[src/rtl/dcfeb_frame_aligner_if.sv]
// Purpose: word bus from the GTX receiver into the frame aligner, plus the per-frame results it produces.
// Latency: none (wiring only).
// Backpressure: none; the fiber is a free-running 160 MHz stream with no ready path.
// Ports: master = GTX/receiver side (drives rx_*, force_error, err_clr); slave = aligner (drives frame outputs).
interface dcfeb_frame_aligner_if;
    logic        rx_sync_done;
    logic [15:0] rx_data;
    logic [1:0]  rx_charisk;
    logic [1:0]  rx_disperr;
    logic [1:0]  rx_notintable;
    logic        force_error;
    logic        err_clr;

    logic [3:0]  cew;
    logic [47:0] rcv_data;
    logic [15:0] rcv_kchar;
    logic [47:0] prompt_data;
    logic [2:0]  nonzero_word;
    logic        ltncy_trig;
    logic        valid;
    logic        link_good;
    logic        link_bad;
    logic        link_had_err;
    logic [15:0] errcount;

    modport master (
        output rx_sync_done, rx_data, rx_charisk, rx_disperr, rx_notintable,
        output force_error, err_clr,
        input  cew, rcv_data, rcv_kchar, prompt_data, nonzero_word,
        input  ltncy_trig, valid, link_good, link_bad, link_had_err, errcount
    );

    modport slave (
        input  rx_sync_done, rx_data, rx_charisk, rx_disperr, rx_notintable,
        input  force_error, err_clr,
        output cew, rcv_data, rcv_kchar, prompt_data, nonzero_word,
        output ltncy_trig, valid, link_good, link_bad, link_had_err, errcount
    );
endinterface

[src/rtl/dcfeb_frame_aligner.sv]
// Purpose: locks onto the 4-word DCFEB frame (comma in word0) and publishes each complete frame plus link status.
// Latency: rcv_data/rcv_kchar/valid/ltncy_trig update one edge after word3 is sampled, together with cew[3].
// Backpressure: none; every 160 MHz word is consumed, downstream captures rcv_data on cew[0].
// Ports: rx_clk160, gtx_rx_reset (async, active-high), fib = word bus in / frame results out (slave modport).
module dcfeb_frame_aligner #(
    parameter int unsigned LOCK_FRAMES   = 8,
    parameter int unsigned UNLOCK_FRAMES = 4,
    parameter logic [7:0]  COMMA         = 8'hBC,
    parameter logic [7:0]  LTRIG         = 8'hFC,
    parameter logic [15:0] ERR_SAT       = 16'hFFFF   // errcount ceiling
) (
    input  logic                   rx_clk160,
    input  logic                   gtx_rx_reset,
    dcfeb_frame_aligner_if.slave   fib
);

    typedef enum logic [1:0] {HUNT = 2'd0, VERIFY = 2'd1, LOCKED = 2'd2} state_t;

    localparam int RUN_W = $clog2(LOCK_FRAMES + 1);
    localparam int BAD_W = $clog2(UNLOCK_FRAMES + 1);

    state_t           state_q, state_d;
    logic [1:0]       wcnt_q;          // index the next sampled word will get
    logic [1:0]       idx;             // index of the word sampled on this edge
    logic [15:0]      w0_q;
    logic             frame_bad_acc_q; // bad evidence gathered from words 0..idx-1
    logic [RUN_W-1:0] good_run_q;
    logic [BAD_W-1:0] bad_run_q;

    logic is_comma, is_bad, active, last_word, frame_end, frame_bad, lock_lost;

    always_comb begin
        is_comma  = (fib.rx_charisk == 2'b01) &&
                    ((fib.rx_data[7:0] == COMMA) || (fib.rx_data[7:0] == LTRIG));
        is_bad    = |{fib.rx_disperr, fib.rx_notintable};
        // Only HUNT may realign; once framing is assumed the counter free-runs.
        idx       = ((state_q == HUNT) && is_comma) ? 2'd0 : wcnt_q;
        active    = (state_q != HUNT);
        last_word = active && (idx == 2'd3);
        frame_end = last_word && fib.rx_sync_done;
        // At word3 a comma means the framing slipped, so it counts against the frame.
        frame_bad = frame_bad_acc_q | is_bad | fib.force_error | is_comma;
        lock_lost = (state_q == LOCKED) && frame_end && frame_bad &&
                    (bad_run_q == BAD_W'(UNLOCK_FRAMES - 1));
    end

    // FSM: state register
    always_ff @(posedge rx_clk160 or posedge gtx_rx_reset) begin
        if (gtx_rx_reset) state_q <= HUNT;
        else              state_q <= state_d;
    end

    // FSM: next state
    always_comb begin
        state_d = state_q;
        if (!fib.rx_sync_done) begin
            state_d = HUNT;
        end else begin
            case (state_q)
                HUNT:   if (is_comma) state_d = VERIFY;
                VERIFY: if (frame_end) begin
                            if (frame_bad)
                                state_d = HUNT;
                            else if (good_run_q == RUN_W'(LOCK_FRAMES - 1))
                                state_d = LOCKED;
                        end
                LOCKED: if (lock_lost) state_d = HUNT;
                default: state_d = HUNT;
            endcase
        end
    end

    // FSM: outputs. cew marks the word captured on the previous edge (wcnt_q - 1).
    always_comb begin
        fib.cew       = 4'b0000;
        fib.link_good = 1'b0;
        if (state_q != HUNT)   fib.cew       = 4'b0001 << (wcnt_q - 2'd1);
        if (state_q == LOCKED) fib.link_good = 1'b1;
    end

    always_ff @(posedge rx_clk160 or posedge gtx_rx_reset) begin
        if (gtx_rx_reset) begin
            wcnt_q           <= 2'd0;
            w0_q             <= 16'h0;
            frame_bad_acc_q  <= 1'b0;
            good_run_q       <= '0;
            bad_run_q        <= '0;
            fib.rcv_data     <= 48'h0;
            fib.rcv_kchar    <= 16'h0;
            fib.prompt_data  <= 48'h0;
            fib.nonzero_word <= 3'b000;
            fib.ltncy_trig   <= 1'b0;
            fib.valid        <= 1'b0;
            fib.link_bad     <= 1'b0;
            fib.link_had_err <= 1'b0;
            fib.errcount     <= 16'h0;
        end else begin
            wcnt_q <= idx + 2'd1;

            if (idx == 2'd0) begin
                w0_q            <= fib.rx_data;
                frame_bad_acc_q <= is_bad | fib.force_error | ~is_comma;
            end else begin
                frame_bad_acc_q <= frame_bad_acc_q | is_bad | fib.force_error | is_comma;
            end

            if (active) begin
                case (idx)
                    2'd1:    fib.prompt_data[15:0]  <= fib.rx_data;
                    2'd2:    fib.prompt_data[31:16] <= fib.rx_data;
                    2'd3:    fib.prompt_data[47:32] <= fib.rx_data;
                    default: ;
                endcase
            end

            fib.ltncy_trig <= 1'b0;
            if (last_word) begin
                fib.rcv_data     <= {fib.rx_data, fib.prompt_data[31:0]};
                fib.rcv_kchar    <= w0_q;
                fib.nonzero_word <= {fib.rx_data != 16'h0,
                                     fib.prompt_data[31:16] != 16'h0,
                                     fib.prompt_data[15:0] != 16'h0};
                fib.ltncy_trig   <= (w0_q[7:0] == LTRIG);
                fib.valid        <= (state_q == LOCKED) && !frame_bad;
            end
            if (state_d == HUNT) fib.valid <= 1'b0;

            if (state_q == HUNT)
                good_run_q <= '0;
            else if ((state_q == VERIFY) && frame_end && !frame_bad)
                good_run_q <= good_run_q + 1'b1;

            if (state_q != LOCKED)
                bad_run_q <= '0;
            else if (frame_end)
                bad_run_q <= frame_bad ? bad_run_q + 1'b1 : '0;

            // A clear coinciding with a bad frame wins.
            if (fib.err_clr) begin
                fib.errcount     <= 16'h0;
                fib.link_had_err <= 1'b0;
                fib.link_bad     <= 1'b0;
            end else if ((state_q == LOCKED) && frame_end && frame_bad) begin
                if (fib.errcount != ERR_SAT) fib.errcount <= fib.errcount + 16'd1;
                fib.link_had_err <= 1'b1;
                if (lock_lost) fib.link_bad <= 1'b1;
            end
        end
    end

endmodule

[src/flat_wrapper.sv]
// flat-port wrapper written by rule: the top's interface ports become plain ports
module dcfeb_frame_aligner_flat 
#(
    parameter int unsigned LOCK_FRAMES   = 8,
    parameter int unsigned UNLOCK_FRAMES = 4,
    parameter logic [7:0]  COMMA         = 8'hBC,
    parameter logic [7:0]  LTRIG         = 8'hFC,
    parameter logic [15:0] ERR_SAT       = 16'hFFFF                      
)
  (rx_clk160, gtx_rx_reset, fib_rx_sync_done, fib_rx_data, fib_rx_charisk, fib_rx_disperr, fib_rx_notintable, fib_force_error, fib_err_clr, fib_cew, fib_rcv_data, fib_rcv_kchar, fib_prompt_data, fib_nonzero_word, fib_ltncy_trig, fib_valid, fib_link_good, fib_link_bad, fib_link_had_err, fib_errcount);
  dcfeb_frame_aligner_if fib_i ();
  input  logic rx_clk160;
  input  logic gtx_rx_reset;
  input wire logic [$bits(fib_i.rx_sync_done)-1:0] fib_rx_sync_done;
  input wire logic [$bits(fib_i.rx_data)-1:0] fib_rx_data;
  input wire logic [$bits(fib_i.rx_charisk)-1:0] fib_rx_charisk;
  input wire logic [$bits(fib_i.rx_disperr)-1:0] fib_rx_disperr;
  input wire logic [$bits(fib_i.rx_notintable)-1:0] fib_rx_notintable;
  input wire logic [$bits(fib_i.force_error)-1:0] fib_force_error;
  input wire logic [$bits(fib_i.err_clr)-1:0] fib_err_clr;
  output wire logic [$bits(fib_i.cew)-1:0] fib_cew;
  output wire logic [$bits(fib_i.rcv_data)-1:0] fib_rcv_data;
  output wire logic [$bits(fib_i.rcv_kchar)-1:0] fib_rcv_kchar;
  output wire logic [$bits(fib_i.prompt_data)-1:0] fib_prompt_data;
  output wire logic [$bits(fib_i.nonzero_word)-1:0] fib_nonzero_word;
  output wire logic [$bits(fib_i.ltncy_trig)-1:0] fib_ltncy_trig;
  output wire logic [$bits(fib_i.valid)-1:0] fib_valid;
  output wire logic [$bits(fib_i.link_good)-1:0] fib_link_good;
  output wire logic [$bits(fib_i.link_bad)-1:0] fib_link_bad;
  output wire logic [$bits(fib_i.link_had_err)-1:0] fib_link_had_err;
  output wire logic [$bits(fib_i.errcount)-1:0] fib_errcount;
  assign fib_i.rx_sync_done = fib_rx_sync_done;
  assign fib_i.rx_data = fib_rx_data;
  assign fib_i.rx_charisk = fib_rx_charisk;
  assign fib_i.rx_disperr = fib_rx_disperr;
  assign fib_i.rx_notintable = fib_rx_notintable;
  assign fib_i.force_error = fib_force_error;
  assign fib_i.err_clr = fib_err_clr;
  assign fib_cew = fib_i.cew;
  assign fib_rcv_data = fib_i.rcv_data;
  assign fib_rcv_kchar = fib_i.rcv_kchar;
  assign fib_prompt_data = fib_i.prompt_data;
  assign fib_nonzero_word = fib_i.nonzero_word;
  assign fib_ltncy_trig = fib_i.ltncy_trig;
  assign fib_valid = fib_i.valid;
  assign fib_link_good = fib_i.link_good;
  assign fib_link_bad = fib_i.link_bad;
  assign fib_link_had_err = fib_i.link_had_err;
  assign fib_errcount = fib_i.errcount;
  dcfeb_frame_aligner #(.LOCK_FRAMES(LOCK_FRAMES), .UNLOCK_FRAMES(UNLOCK_FRAMES), .COMMA(COMMA), .LTRIG(LTRIG), .ERR_SAT(ERR_SAT)) u_core (.rx_clk160(rx_clk160), .gtx_rx_reset(gtx_rx_reset), .fib(fib_i));
endmodule
[config.mk]
export PLATFORM = sky130hd
export DESIGN_NAME = dcfeb_frame_aligner_flat
export DESIGN_NICKNAME = d
export VERILOG_FILES = /design/src/rtl/dcfeb_frame_aligner_if.sv /design/src/rtl/dcfeb_frame_aligner.sv /design/src/flat_wrapper.sv
export SDC_FILE = /design/constraint.sdc
export NUM_CORES = 1
export LEC_CHECK = 0
export CORE_UTILIZATION = 44
export DETAILED_ROUTE_END_ITERATION = 10
export PLACE_DENSITY = 0.89
export SKIP_CTS_REPAIR_TIMING = 1
export SLEW_MARGIN = 15
export SYNTH_ARGS = -nofsm -noshare
export SYNTH_HDL_FRONTEND = slang
export SYNTH_SLANG_ARGS = --single-unit
[constraint.sdc]
create_clock -name rx_clk160 -period 4.22 [get_ports rx_clk160]
set_input_delay 0.633 -clock rx_clk160 [delete_from_list [all_inputs] [get_ports rx_clk160]]
set_output_delay 0.633 -clock rx_clk160 [all_outputs]
set_load 0.005 [all_outputs]
# Yosys cells after proc, flatten, opt, wreduce, memory -nomap -nowiden
# Index checks and enable logic that the tools add are counted.
dict set report op_classes {
  eq_ne 13
  bitwise 6
  muxes 27
  n_shift 1
  add_sub_neg 5
  n_reduce_logical 31
}
# operator count
set op_table {}
lappend op_table {{$mux W16} 3}
lappend op_table {{$reduce_bool A16 Y1} 3}
lappend op_table {{$eq A8 B8 Y1 const B} 3}
lappend op_table {{$add A16 B1 Y16 const B} 1}
lappend op_table {{$ne A16 B16 Y1 const B} 1}
lappend op_table {{$mux W2} 7}
lappend op_table {{$reduce_bool A2 Y1} 7}
lappend op_table {{$mux W4} 3}
lappend op_table {{$logic_and A1 B1 Y1} 10}
lappend op_table {{$mux W1} 10}
lappend op_table {{$reduce_and A2 Y1} 5}
lappend op_table {{$mux W3} 3}
lappend op_table {{$eq A2 B1 Y1 const B} 3}
lappend op_table {{$eq A2 B2 Y1 const B} 3}
lappend op_table {{$logic_not A2 Y1} 3}
lappend op_table {{$pmux W2 S3} 1}
lappend op_table {{$or A1 B1 Y1} 5}
lappend op_table {{$add A4 B1 Y4 const B} 1}
lappend op_table {{$eq A4 B3 Y1 const B} 1}
lappend op_table {{$reduce_or A4 Y1} 1}
lappend op_table {{$shl A1 B2 Y4 const A} 1}
lappend op_table {{$add A3 B1 Y3 const B} 1}
lappend op_table {{$eq A3 B2 Y1 const B} 1}
lappend op_table {{$add A2 B1 Y2 const B} 1}
lappend op_table {{other kinds (5)} 5}
dict set report word_totals {
  register_bits 163
  inputBits 27
  word_cells 100
  out_inout_bits 140
}

# Depth between registers and ports, before layout
# Gate-level depths: netlist of the first run.
dict set report logic_depth {
  depth_word 16
  mapped_depth 12
  depth_no_buf 11
}

# Worst setup path before layout of the first run
# OpenSTA, ideal clock, no wires.
dict set report synth_path {
  kind {input port to flip-flop}
  start {input port fib_rx_charisk[1]}
  end {register u_core.fib.prompt_data[32]}
  path_stages 10
  setup_time_ps 125
  path_buffers 2
  arrival_ps 2811
  required_time_ps 4095
  slack_ps 1284
  cell_sequence {nand4b_1 nor4_1 nand2_1 nand2_1 inv_1 ha_1 clkbuf_1 o21ai_1 clkbuf_1 mux2_2}
}
dict set report synth_via {
  elab_chain_cells 6
}
# element line_no
set synth_lines {}
lappend synth_lines {{start: declaration} flat_wrapper.sv:16} ;# input wire logic [$bits(fib_i.rx_charisk)-1:0] fib_rx_charisk;
lappend synth_lines {{$eq A2 B1 Y1} dcfeb_frame_aligner.sv:33} ;# is_comma = (fib.rx_charisk == 2'b01) &&
lappend synth_lines {{$logic_and A1 B1 Y1} dcfeb_frame_aligner.sv:33}
lappend synth_lines {{$logic_and A1 B1 Y1} dcfeb_frame_aligner.sv:37} ;# idx = ((state_q == HUNT) && is_comma) ? 2'd0 : wcnt_q;
lappend synth_lines {{$mux W2} dcfeb_frame_aligner.sv:37}
lappend synth_lines {{$eq A2 B2 Y1} dcfeb_frame_aligner.sv:108} ;# case (idx)
lappend synth_lines {{$reduce_and A2 Y1 (no line)} --}
lappend synth_lines {{end signal: assignment} dcfeb_frame_aligner.sv:111} ;# 2'd3: fib.prompt_data[47:32] <= fib.rx_data;
lappend synth_lines {{end: declaration} dcfeb_frame_aligner_if.sv:36} ;# output cew, rcv_data, rcv_kchar, prompt_data, nonzero_word,
# No other way between the ends.
# A chain may end at the register's enable or synchronous reset.

# Worst setup path after layout of the first run
dict set report layout_path {
  start {input port fib_rx_data[3]}
  end {register u_core.fib.rcv_data[17]}
}
dict set report layout_via {
  elab_chain_cells 7
  elab_cells_between_ends 8
  classes_between {eq/ne (3); mux (1); reduce/logical (4)}
}
# element line_no
set layout_lines {}
lappend layout_lines {{start: declaration} flat_wrapper.sv:15} ;# input wire logic [$bits(fib_i.rx_data)-1:0] fib_rx_data;
lappend layout_lines {{$eq A8 B8 Y1} dcfeb_frame_aligner.sv:34} ;# ((fib.rx_data[7:0] == COMMA) || (fib.rx_data[7:0] == LTRIG));
lappend layout_lines {{$logic_or A1 B1 Y1 (*)} dcfeb_frame_aligner.sv:34}
lappend layout_lines {{$logic_and A1 B1 Y1 (*)} dcfeb_frame_aligner.sv:33}
lappend layout_lines {{$logic_and A1 B1 Y1 (*)} dcfeb_frame_aligner.sv:37}
lappend layout_lines {{$mux W2 (*)} dcfeb_frame_aligner.sv:37}
lappend layout_lines {{$eq A2 B2 Y1 (*)} dcfeb_frame_aligner.sv:39} ;# last_word = active && (idx == 2'd3);
lappend layout_lines {{$logic_and A1 B1 Y1 (*)} dcfeb_frame_aligner.sv:39}
lappend layout_lines {{end signal: assignment} dcfeb_frame_aligner.sv:118} ;# fib.rcv_data <= {fib.rx_data, fib.prompt_data[31:0]};
lappend layout_lines {{end: declaration} dcfeb_frame_aligner_if.sv:36}
# Every way passes the cells marked *; elsewhere a longest branch is shown, timed or not.

==> reports/results.txt, run 1 <==
The run finished with clean final reports. The congestion estimate from routability-driven global placement came to 0.803. The repair_antennas step left the layout with diodes totalling 0.

TritonCTS built the clock tree. The clock root buffer was sky130_fd_sc_hd__clkbuf_16. At the pin with the least slew margin, the transition time is 0.894 ns.

The number of buffers created by CTS is 17, and the total standard cell area after synthesis is 6210 um^2. The setup path with the least slack is of type in -> reg. The initialized floorplan defines 43 standard-cell rows. The top cell types in the final layout, fill and taps aside, are 166 x sky130_fd_sc_hd__clkdlybuf4s50_1, 147 x sky130_fd_sc_hd__dfrtp_1, 114 x sky130_fd_sc_hd__mux2_2.

The critical path's most frequent cell was sky130_fd_sc_hd__nand2_1. The tools report the overall power of the completed layout as 3.43 mW. The run gives 462 as the number of instances in the synthesized netlist.

In this run the horizontal extent of the chip is 121 um. For the max-capacitance violation count, the log shows 0. The count of clock tree sinks was 147; the number of library cell types mapped by synthesis was 47. The largest single stage delay on the critical path is 0.69 ns. At the worst endpoint, the required time is 4.51 ns. After detailed routing, the number of remaining DRC violations is 0. For this run, the number of Yosys warnings is 0. Walking the worst path, the cells encountered are clkdlybuf4s50_1 > nand3_1 > nor4_1 > nand2_1 > nand2_1 > inv_1 > ha_1 > o21ai_4 > buf_12 > mux2_2. For the effective utilization at floorplan, the log shows 44.9%. Static timing analysis puts the maximum clock frequency at 311 MHz. The area growth from synthesis to final layout works out to 39.3%. The number of antenna-violating nets in the routed design is 0, and the async set-or-reset flop fraction in the synthesized netlist is 100%. Dividing the detail-routed wire length by the instance count gives 19.2 um.

The number of flip-flops and latches in the synthesized netlist was 147. Leaving out fill and tap cells, the most frequent cell in the layout is sky130_fd_sc_hd__clkdlybuf4s50_1. Among all flip-flop cells after synthesis, the most frequent one is sky130_fd_sc_hd__dfrtp_1. The deepest clock path buffer count came out at 2. The largest voltage drop on the vdd net came out at 0.246 mV.

For the worst-skew pair, the clock arrives at the later sink with an insertion delay of 0.41 ns. For this design the ratio of total power to cell area is 397 nW/um^2. For this block, the initial DRC count from the detailed router was 346. The via total after detailed routing is 4503. The first global-routing pass estimated 24900 um of wire. The total detailed-routing wirelength was 15600 um. The count of flip-flops with a built-in enable after synthesis was 0.

The synthesized netlist net count came out at 497. Summed over all layers, the global routing overflow is 0. The tools report the number of antenna violations at the first check in global routing as 0. For the die area, the log shows 14600 um^2. For the number of slew-limit violations in the final report, the log shows 0. Measured against its own limit, the worst slew margin works out to 40.4%.

The number of global-route vias before repair was 4579; the biggest fanout along the worst timing path was 45. Post-detailed-placement half-perimeter wirelength: 10900 um. The cell with the biggest individual delay on the critical path was sky130_fd_sc_hd__clkdlybuf4s50_1. Setup violations remaining at the end of the flow were counted as 0. In the final routing, the length of wire on met1 measures 6600 um. The combined global-route utilization of all metal layers was 22.6%. Setup repair after global routing left no endpoint under its margin. The portion of the clock cycle consumed by the worst path in the final layout works out to 76.3%.

Kind of path behind the tightest hold check: reg -> reg. 167 I/O pins were placed. The tools report the type of element capturing the critical path as a flip-flop. During placement, the flow inserted port buffers numbering 166. For this run, the detailed router's first-pass iteration total came to 4. In the final design database the tool counted 658 nets.

Fraction of final layout cells with drive strength greater than 1: 25.0%. Clock-pin slew was measured on the worst setup and hold paths at 0.06 ns. The run gives 0 ns as the accumulated negative setup slack. The count of final hold-check violations is 0, and the H-tree depth is 4.

Across the routed clock network, the largest skew measured is 0.00935 ns. Sequential cells were found to cover 59.2% of the synthesized design area. STA classifies the critical path startpoint as an input pin. Summed over all nets, wire length on met2 after detailed routing comes to 7860 um. Entering global routing, the biggest net connects 117 pins. The mean instance size in the synthesized netlist works out to 13.4 um^2. The tools report the core area as 13800 um^2. For the standby leakage power, the log shows 3.91 nW. The number of vias per cell after detailed routing is 5.52, and the detailed-routed wire length on met3 is 973 um. The topmost layer with routed signal wires is met4. Die outline height: 121 um. For the worst setup path, the data arrival time is 3.51 ns. The minimum clock period came out at 3.22 ns.
-- synthesized netlist by cell type, drive strengths merged (2+ instances only) --
| library cell | number | share of area [%] |
|---|---|---|
| or3 | 7 | 0.71 |
| a41oi | 2 | 0.28 |
| xnor2 | 4 | 0.56 |
| o21ai | 12 | 0.97 |
| nor3b | 3 | 0.36 |
| a211oi | 3 | 0.36 |
| a2111oi | 2 | 0.28 |
| mux2i | 2 | 0.32 |
| dfrtp | 147 | 59 |
| nand4b | 3 | 0.42 |
| nand4 | 7 | 0.71 |
| and4b | 3 | 0.48 |
| nor3 | 4 | 0.32 |
| a311oi | 2 | 0.28 |
| buf | 21 | 2.3 |
| or4 | 3 | 0.36 |
| clkbuf | 14 | 0.85 |
| a22o | 2 | 0.28 |
| inv | 9 | 0.54 |
| mux2 | 114 | 21 |
| nand2 | 13 | 0.79 |
| a21oi | 14 | 1.1 |
| nor4 | 14 | 1.4 |
| a31oi | 3 | 0.30 |
| nand3 | 10 | 0.81 |
| and3 | 2 | 0.20 |
| nor2b | 2 | 0.20 |
| nor2 | 15 | 0.91 |
| ha | 8 | 1.6 |
| xor2 | 2 | 0.28 |
| and4 | 2 | 0.28 |
-- flip-flops by register name (all words and copies together), names as in the netlist --
name	cells
u_core.fib.errcount	16
u_core.fib.nonzero_word	3
u_core.fib.ltncy_trig	1
u_core.fib.rcv_data	32
u_core.fib.link_bad	1
u_core.state_q	2
u_core.good_run_q	4
u_core.fib.rcv_kchar	16
u_core.bad_run_q	3
u_core.frame_bad_acc_q	1
u_core.w0_q	16
u_core.fib.prompt_data	48
u_core.fib.valid	1
u_core.wcnt_q	2
u_core.fib.link_had_err	1
-- per-layer routing --
metal / global-route usage [%] / up-vias
met5: 0 / -
met4: 7.56 / 0
met2: 36.6 / 180
met1: 29.2 / 2307
met3: 6.23 / 16
li1: - / 2000
-- layout make-up --
class | instances | area [um^2]
Fill cell | 1003 | 5170
Sequential cell | 147 | 3680
Multi-Input combinational cell | 271 | 2320
Timing Repair Buffer | 177 | 1780
Clock buffer | 21 | 460
Tap cell | 180 | 225
Clock inverter | 11 | 151
Inverter | 9 | 37.5
-- stage by stage --
| step | util (%) | instance area [um^2] | setup slack, ns | hold slack (ns) | instances |
|---|---|---|---|---|---|
| after floorplan | - | 6210 | 1.28 | 0.466 | 462 |
| after global placement | 58.1 | 8040 | 0.735 | 0.465 | 784 |
| after detailed placement | 58.1 | 8040 | 0.603 | 0.487 | 784 |
| after CTS | 62.6 | 8650 | 1.03 | 0.501 | 816 |
| after global routing | 62.6 | 8650 | 0.843 | 0.518 | 816 |
| final | 62.6 | 8650 | 1.00 | 0.491 | 816 |
-- report_power, final --
| group | switching [mW] | leakage [nW] | internal [mW] |
|---|---|---|---|
| clock network | 0.571 | 0.286 | 0.965 |
| registers | 0.0730 | 2.01 | 1.51 |
| logic | 0.142 | 1.61 | 0.175 |
-- path summary, 6_finish.rpt --
| path | from | endpoint | slack (ns) | cells after the start |
|---|---|---|---|---|
| max reg2reg | u_core.state_q[0] | u_core.fib.errcount[13] | 1.35 | 9 |
| min in group asynchronous | gtx_rx_reset | u_core.w0_q[14] | 0.68 | 2 |
| min reg2reg | u_core.fib.nonzero_word[0] | u_core.fib.nonzero_word[0] | 0.49 | 2 |
| min | u_core.fib.nonzero_word[0] | u_core.fib.nonzero_word[0] | 0.49 | 2 |
| max in group asynchronous | gtx_rx_reset | u_core.fib.rcv_data[2] | 2.53 | 3 |
| max | fib_rx_data[3] | u_core.fib.rcv_data[17] | 1.00 | 10 |
-- critical path: cells and delay by family --
kind                       cells  cell delay [ns]
buffers and inverters          3             1.03
AOI/OAI and AO/OA              1             0.15
and+or+nand+nor                4             0.95
muxes                          1             0.37
adders and majority gates      1             0.35
-- cells by family (layout without fill, tap and decap cells) --
logic type	Yosys count	in the layout	share of synthesized area, %
DFF	147	147	59.2
xor gates and xnor gates	6	6	0.846
muxes	116	116	21.0
AOI/OAI and AO/OA	48	48	5.06
and+or+nand+nor	93	93	8.56
buffers and inverters	44	218	3.69
adders and majority gates	8	8	1.61
Note: power is estimated with default switching activity, not from simulation.
==> inputs of run 2 (changes only) <==
==> constraint.sdc (replaced) <==
create_clock -name rx_clk160 -period 2.8 [get_ports rx_clk160]
set_input_delay 0.42 -clock rx_clk160 [delete_from_list [all_inputs] [get_ports rx_clk160]]
set_output_delay 0.42 -clock rx_clk160 [all_outputs]
set_load 0.005 [all_outputs]
==> run 2 against run 1 <==
Compared with the run above: cell count rose by 3.6%; critical path depth rose by 4; register-to-register slack got worse by 0.86 ns; non-clock buffer count rose by 28; routed wire length rose by 5.6%; hold slack got worse by 0.051 ns; critical path type unchanged; critical endpoint is now u_core.fib.errcount[10]; largest cell class unchanged; highest routed layer unchanged.
==> reports/results.txt, run 2 (synthesis gave the netlist of run 1 again) <==
Setup violations remaining at the end of the flow were counted as 0. Leaving out fill and tap cells, the most frequent cell in the layout is sky130_fd_sc_hd__clkdlybuf4s50_1. The biggest fanout along the worst timing path works out to 5. Combinational cells account for 10.4% of the total power. The die covers 14600 um^2. Achievable clock frequency: 374 MHz.

TritonCTS built the clock tree. The count of clock tree sinks is 147. Setup slack closes at 0.125 ns. The run gives 2350 um^2 as the multi-input combinational cell area. After legalization and detailed placement, the total HPWL measured 11600 um. At the later pin of the worst-skew pair, clock insertion delay measures 0.41 ns.

The core region is 13800 um^2. The fraction of final layout cells with drive strength greater than 1 is 29.0%, and the number of filler instances in the final layout is 983. For the largest voltage drop on the vdd net, the log shows 0.383 mV. Portion of the clock cycle consumed by the worst path in the final layout: 95.5%. The number of antenna-violating nets in the routed design came out at 0. In this run the horizontal extent of the chip is 121 um. The clock transition at the register clock pins on the worst setup and hold paths after CTS came out at 0.06 ns.

Cell with the biggest individual delay on the critical path: sky130_fd_sc_hd__clkdlybuf4s50_1. The switching power of the nets came out at 1.29 mW. Relative to the synthesized area, the layout overhead comes to 44.2%.

The deepest clock path buffer count was 2; the count of input and output buffers was 166. The first detailed-routing pass ran for 6 iterations. The top cell types in the final layout, fill and taps aside, are 164 x sky130_fd_sc_hd__clkdlybuf4s50_1, 147 x sky130_fd_sc_hd__dfrtp_1, 114 x sky130_fd_sc_hd__mux2_2. Counting tap cells, the placed design contains a total of 811 instances.

The logs give 8050 um for the met2 wire length and 48.8% for the worst-case headroom to the max-slew limit. Registers are responsible for 45.0% of the overall power. The run gives 3680 um^2 as the area of all sequential standard cells. The first global-routing pass estimated 26000 um of wire. The number of DRC markers in iteration 0 came out at 287. The flow ran to the end, and the final reports show no timing, DRC or antenna violations.

For this design the ratio of total power to cell area is 593 nW/um^2. Setup repair after global routing left no endpoint under its margin. More flip-flops sit in one register than any other, and that register is u_core.fib.prompt_data. The die outline height is 121 um. The routed design has 16500 um of wire. The via total after detailed routing is 4671. The largest registers in the layout are u_core.fib.prompt_data (48), u_core.fib.rcv_data (32). Using the TritonRoute via totals, the vias-per-cell ratio works out to 5.53. Between clock sinks in the finished design, the worst skew comes to 0.00697 ns. The portion of total power attributed to the clock network is 44.6%.

The count of final hold-check violations is 0. Global routing used 23.7% of the available tracks. The tool flagged a number of max-cap violations equal to 0.

The tools report the worst slack after detailed placement as -0.372 ns. The number of antenna diodes in the final layout is 0. The initialized floorplan defines 43 standard-cell rows. The critical path data arrival time came out at 2.95 ns. Once the floorplan was initialized, standard cells occupied 44.9% of the core. The standby leakage power is 4.10 nW, and the placer congestion estimate is 0.925.

For this run, the slowest stage of the critical path takes 0.45 ns. The number of antenna violations at the first check in global routing is 0. The minimum clock period was 2.67 ns. Entering global routing, the biggest net connects 65 pins.

The logs give 0.441 ns for the worst hold-check slack and 0 for the total global routing overflow. The number of slew-limit violations in the final report is 0, and the number of buffers created by CTS is 17. The fraction of power spent switching nets was 24.2%; the slew at the pin closest to its max-slew limit was 0.760 ns. The tree is rooted in a sky130_fd_sc_hd__clkbuf_16.

After the last flow step, the layout net total stands at 687. The type of the worst setup path is in -> reg. The internal power of the cells totals 4.02 mW.

After detailed routing, the average wire length per cell comes to 19.6 um. In the final routing, the length of wire on met1 measures 7100 um. The number of global-route vias before repair is 4707, and the post-route non-filler standard cell count is 845. Detailed routing placed a total of 1040 um of wire on met3. Pin placement for this block handled 167 I/O pins. The type of element capturing the critical path is a flip-flop.

The run gives 3.07 ns as the required time at the worst-slack endpoint. Routed signal wires occupy layers up through met4. In this run the worst hold path is classified as in -> async. The worst setup path is launched from an input pin. The number of flip-flops under the largest register name was 48; the H-tree depth was 4. After detailed routing, the number of remaining DRC violations is 0. The signal on the critical path passes through clkdlybuf4s50_1 > nand4b_1 > nor4_2 > buf_4 > nand2_1 > nand2_1 > inv_1 > ha_2 > and4b_1 > nand4_1 > a2111oi_0 > buf_4 > xnor2_1 > nor2_1.
-- run 2: critical path: cells and delay by family --
family                   cells  cell delay [ns]
XOR/XNOR                     1             0.11
AO/OA/AOI/OAI                1             0.42
AND/OR/NAND/NOR              7             0.84
adder cells (fa/ha/maj)      1             0.26
buffers and inverters        4             0.90
-- run 2: cell type report --
cell class	count	area share, %
clock buffers	17	4.75
clock inverters	15	2.17
inverters	9	0.419
multi-input cells	272	26.2
flip-flops and latches	147	41.1
well taps	180	2.51
repair buffers	205	22.9
-- run 2: worst paths after layout --
path,startpoint,cells after the start,end,slack (ns)
worst max-delay path,fib_rx_charisk[1],14,u_core.fib.errcount[10],0.13
worst min-delay path,gtx_rx_reset,2,u_core.fib.errcount[0],0.44
worst max register to register,u_core.fib.errcount[7],5,u_core.fib.errcount[9],0.49
worst min register to register,u_core.fib.nonzero_word[0],2,u_core.fib.nonzero_word[0],0.49
max in group asynchronous,gtx_rx_reset,3,u_core.fib.prompt_data[22],1.64
min in group rx_clk160,u_core.fib.nonzero_word[0],2,u_core.fib.nonzero_word[0],0.49
-- run 2: metrics by stage --
stage | util, % | power (mW) | area [um^2] | setup TNS [ns]
2_1_floorplan | - | 2.68 | 6210 | 0
3_3_place_gp | 60.0 | 2.95 | 8290 | -18.85
3_5_place_dp | 60.0 | 2.97 | 8290 | -33.53
4_1_cts | 64.5 | 5.34 | 8910 | 0
5_1_grt | 64.8 | 5.49 | 8960 | 0
6_report | 64.8 | 5.31 | 8960 | 0
-- run 2: layer usage --
layer | track usage [%] | vias to the layer above
met5 | 0 | -
met4 | 8.64 | 0
met3 | 5.24 | 37
met2 | 38.5 | 204
met1 | 31.0 | 2360
li1 | - | 2070
-- run 2: power groups by stage --
stage                     sequential (mW)  combinational (mW)  clock, mW
after floorplan                      2.38               0.296          0
after global placement               2.41               0.534          0
after detailed placement             2.42               0.550          0
after CTS                            2.39               0.554       2.40
after global routing                 2.40               0.595       2.49
final                                2.39               0.550       2.37
==> inputs of run 3 (changes only) <==
--- a/config.mk
+++ b/config.mk
@@ -5,6 +5,7 @@
 export SDC_FILE = /design/constraint.sdc
 export NUM_CORES = 1
 export LEC_CHECK = 0
+export CORE_MARGIN = 5
 export CORE_UTILIZATION = 44
 export DETAILED_ROUTE_END_ITERATION = 10
 export PLACE_DENSITY = 0.89
==> run 3 against run 2 <==
Compared with the run above: hold slack worse by 0.0087 ns; first-iteration DRC count fell by 4.2%; routed wire length grew 4.1%; global-route usage shrank 2.4 points; critical path type unchanged.
==> reports/results.txt, run 3 (synthesis gave the netlist of run 1 again) <==
The tool flagged a number of max-cap violations equal to 0. Summing all flip-flop and latch instances after layout gives 3680 um^2. The portion of total power attributed to the clock network was 43.3%. The region available for standard cell placement spans 13900 um^2.

For the pin with the worst max-slew slack, the measured transition is 0.681 ns. The number of slew-limit violations in the final report was 0; the required time at the worst-slack endpoint was 3.08 ns. The register with the most flip-flops in the layout has 48 of them.

At the end of routability-driven placement, the weighted congestion stood at 0.881. The number of filler instances in the final layout was 1021; the final layout net count was 686. In this run the horizontal extent of the chip is 129 um. The startpoint class of the critical path was an input pin. u_core.fib.prompt_data holds more flip-flops than any other register.

Relative to the synthesized area, the layout overhead comes to 43.7%. The commonest non-fill, non-tap cell in the layout was sky130_fd_sc_hd__clkdlybuf4s50_1. Setup violations remaining at the end of the flow were counted as 0. Setup total negative slack on the finished layout was measured at 0 ns. The tools report the endpoint of the most critical register-to-register path as u_core.fib.errcount[7].

The largest registers in the layout are u_core.fib.prompt_data (48), u_core.fib.rcv_data (32). The tools report the multi-input combinational cell area as 2340 um^2. The register-to-register path setup slack was 0.61 ns; the number of antenna violations at the first check in global routing was 0.

Global-route wire length before repair: 27100 um. By startpoint and endpoint, the worst setup path is classified as in -> reg. The share of total power dissipated in sequential elements is 45.9%.

In this run the cell area measured after placement is 8300 um^2. Dividing the detail-routed via count by the number of cells gives 5.54. The count of final hold-check violations came out at 0. The clock transition at the register clock pins on the worst setup and hold paths after CTS was 0.06 ns; the minimum clock period was 2.61 ns. The tools report the portion of total power attributed to combinational logic as 10.7%. No sink is reached through more buffers than the 2 on the longest clock path. The pre-antenna-repair detailed-routing pass consisted of 4 iterations.

The H-tree depth is 4. The tools report the I/O pin count as 167. The average wire length per cell after detail routing came out at 20.4 um. The final layout contains routed wiring with a total length of 17200 um. The run gives 12400 um as the post-detailed-placement half-perimeter wirelength. In this run the vertical extent of the chip is 129 um. Counting cells, the worst reg-to-reg path comes to 6. The largest voltage drop on the vdd net came out at 0.400 mV.

The portion of the clock cycle consumed by the worst path in the final layout was 93.2%. The internal portion of the total power is 3.94 mW. The fraction of final layout cells with drive strength greater than 1 was 29.2%. The floorplan step defined a die boundary enclosing 16600 um^2. The flow ran to the end, and the final reports show no timing, DRC or antenna violations. Worst-case headroom to the max-slew limit: 54.5%.

The count of input and output buffers is 166. The critical path goes through clkdlybuf4s50_1 > nand3_2 > nor4_1 > buf_4 > nand2_1 > nand2_1 > inv_1 > ha_2 > and4b_1 > nand4_1 > a2111oi_0 > buf_4 > xnor2_1 > nor2_1. Entering global routing, the biggest net connects 71 pins.

The number of buffers created by CTS is 17. Fraction of power spent switching nets: 24.2%. The clock arrives with 0.00653 ns of skew. The tree is rooted in a sky130_fd_sc_hd__clkbuf_16.

Data on the critical path arrives at its endpoint at 2.89 ns. The floorplan has 43 rows. The number of DRC markers in iteration 0 was 275; the power per unit of standard cell area was 583 nW/um^2. 0 antenna diodes ended up in the layout. The cell with the biggest individual delay on the critical path is sky130_fd_sc_hd__clkdlybuf4s50_1.

The tools report the via total after detailed routing as 4677. Biggest fanout along the worst timing path: 5. The combined global-route utilization of all metal layers is 21.2%. STA classifies the critical path endpoint as a flip-flop. The number of remaining DRC errors was 0; the count of clock tree sinks was 147. For the achievable clock frequency, the log shows 383 MHz. The detail route stage leaves a number of antenna-violating nets equal to 0.

The initial utilization of the core area, before any placement, comes to 44.7%. Standby leakage power: 4.09 nW. The source-to-sink clock delay at the later pin of the worst-skew pair came out at 0.43 ns. The startpoint identified for the worst register-to-register timing path is u_core.fib.errcount[1]. Global routing finished with a remaining overflow of 0.

Setup repair after global routing left no endpoint under its margin. TritonCTS built the clock tree. At the end of the flow the core is filled with cells to 64.3%. Peak per-stage delay on the critical path: 0.48 ns. The tools report the number of global-route vias before repair as 4864.

Summing all non-filler instances in the final layout gives an area of 8920 um^2. In the layout the commonest cells are 164 x sky130_fd_sc_hd__clkdlybuf4s50_1, 147 x sky130_fd_sc_hd__dfrtp_1, 114 x sky130_fd_sc_hd__mux2_2. In this run the worst hold path is classified as in -> async. The switching power of the nets came out at 1.26 mW. Worst hold-check slack: 0.432 ns.
==> run 3: cell type report <==
type | instances | area share, %
Tap cell | 180 | 2.52
Multi-Input combinational cell | 271 | 26.2
Sequential cell | 147 | 41.2
Clock buffer | 18 | 4.92
Clock inverter | 14 | 1.75
Inverter | 9 | 0.421
Timing Repair Buffer | 205 | 22.9
==> run 3: stage by stage <==
stage | total power [mW] | instances | setup WS (ns)
2_1_floorplan | 2.68 | 462 | 0.0769
3_3_place_gp | 2.95 | 812 | -0.263
3_5_place_dp | 2.98 | 812 | -0.462
4_1_cts | 5.24 | 844 | 0.0171
5_1_grt | 5.39 | 844 | 0.0493
6_report | 5.20 | 844 | 0.190
==> run 3: layer usage <==
layer	wire [um]	track usage (%)	up-vias
met2	8650	35.1	184
li1	-	-	2072
met4	286	6.61	0
met3	1230	5.35	29
met5	0	0	-
met1	7050	27.7	2392
==> run 3: power by group through the flow <==
stage / Sequential (mW) / Clock, mW / Combinational (mW)
floorplan: 2.38 / 0 / 0.296
global placement: 2.41 / 0 / 0.540
detailed placement: 2.42 / 0 / 0.556
CTS: 2.39 / 2.28 / 0.563
global route: 2.41 / 2.38 / 0.604
finish: 2.39 / 2.25 / 0.557
==> run 3: critical path, delay by kind of cell <==
family,cells,cell delay (ns)
AND/OR/NAND/NOR,7,0.83
buffers and inverters,4,0.90
XOR/XNOR,1,0.10
adder cells (fa/ha/maj),1,0.24
AO/OA/AOI/OAI,1,0.38
==> run 3: how the worst max path moves through the flow <==
stage,start,endpoint,slack [ns]
detailed placement,fib_rx_data[2],u_core.fib.valid,-0.46
CTS,fib_rx_data[2],u_core.fib.valid,0.02
floorplan,fib_rx_charisk[1],u_core.fib.prompt_data[32],0.08
global placement,fib_rx_data[2],u_core.good_run_q[3],-0.26
finish,fib_rx_data[4],u_core.fib.errcount[10],0.19
global route,fib_rx_data[4],u_core.good_run_q[3],0.05
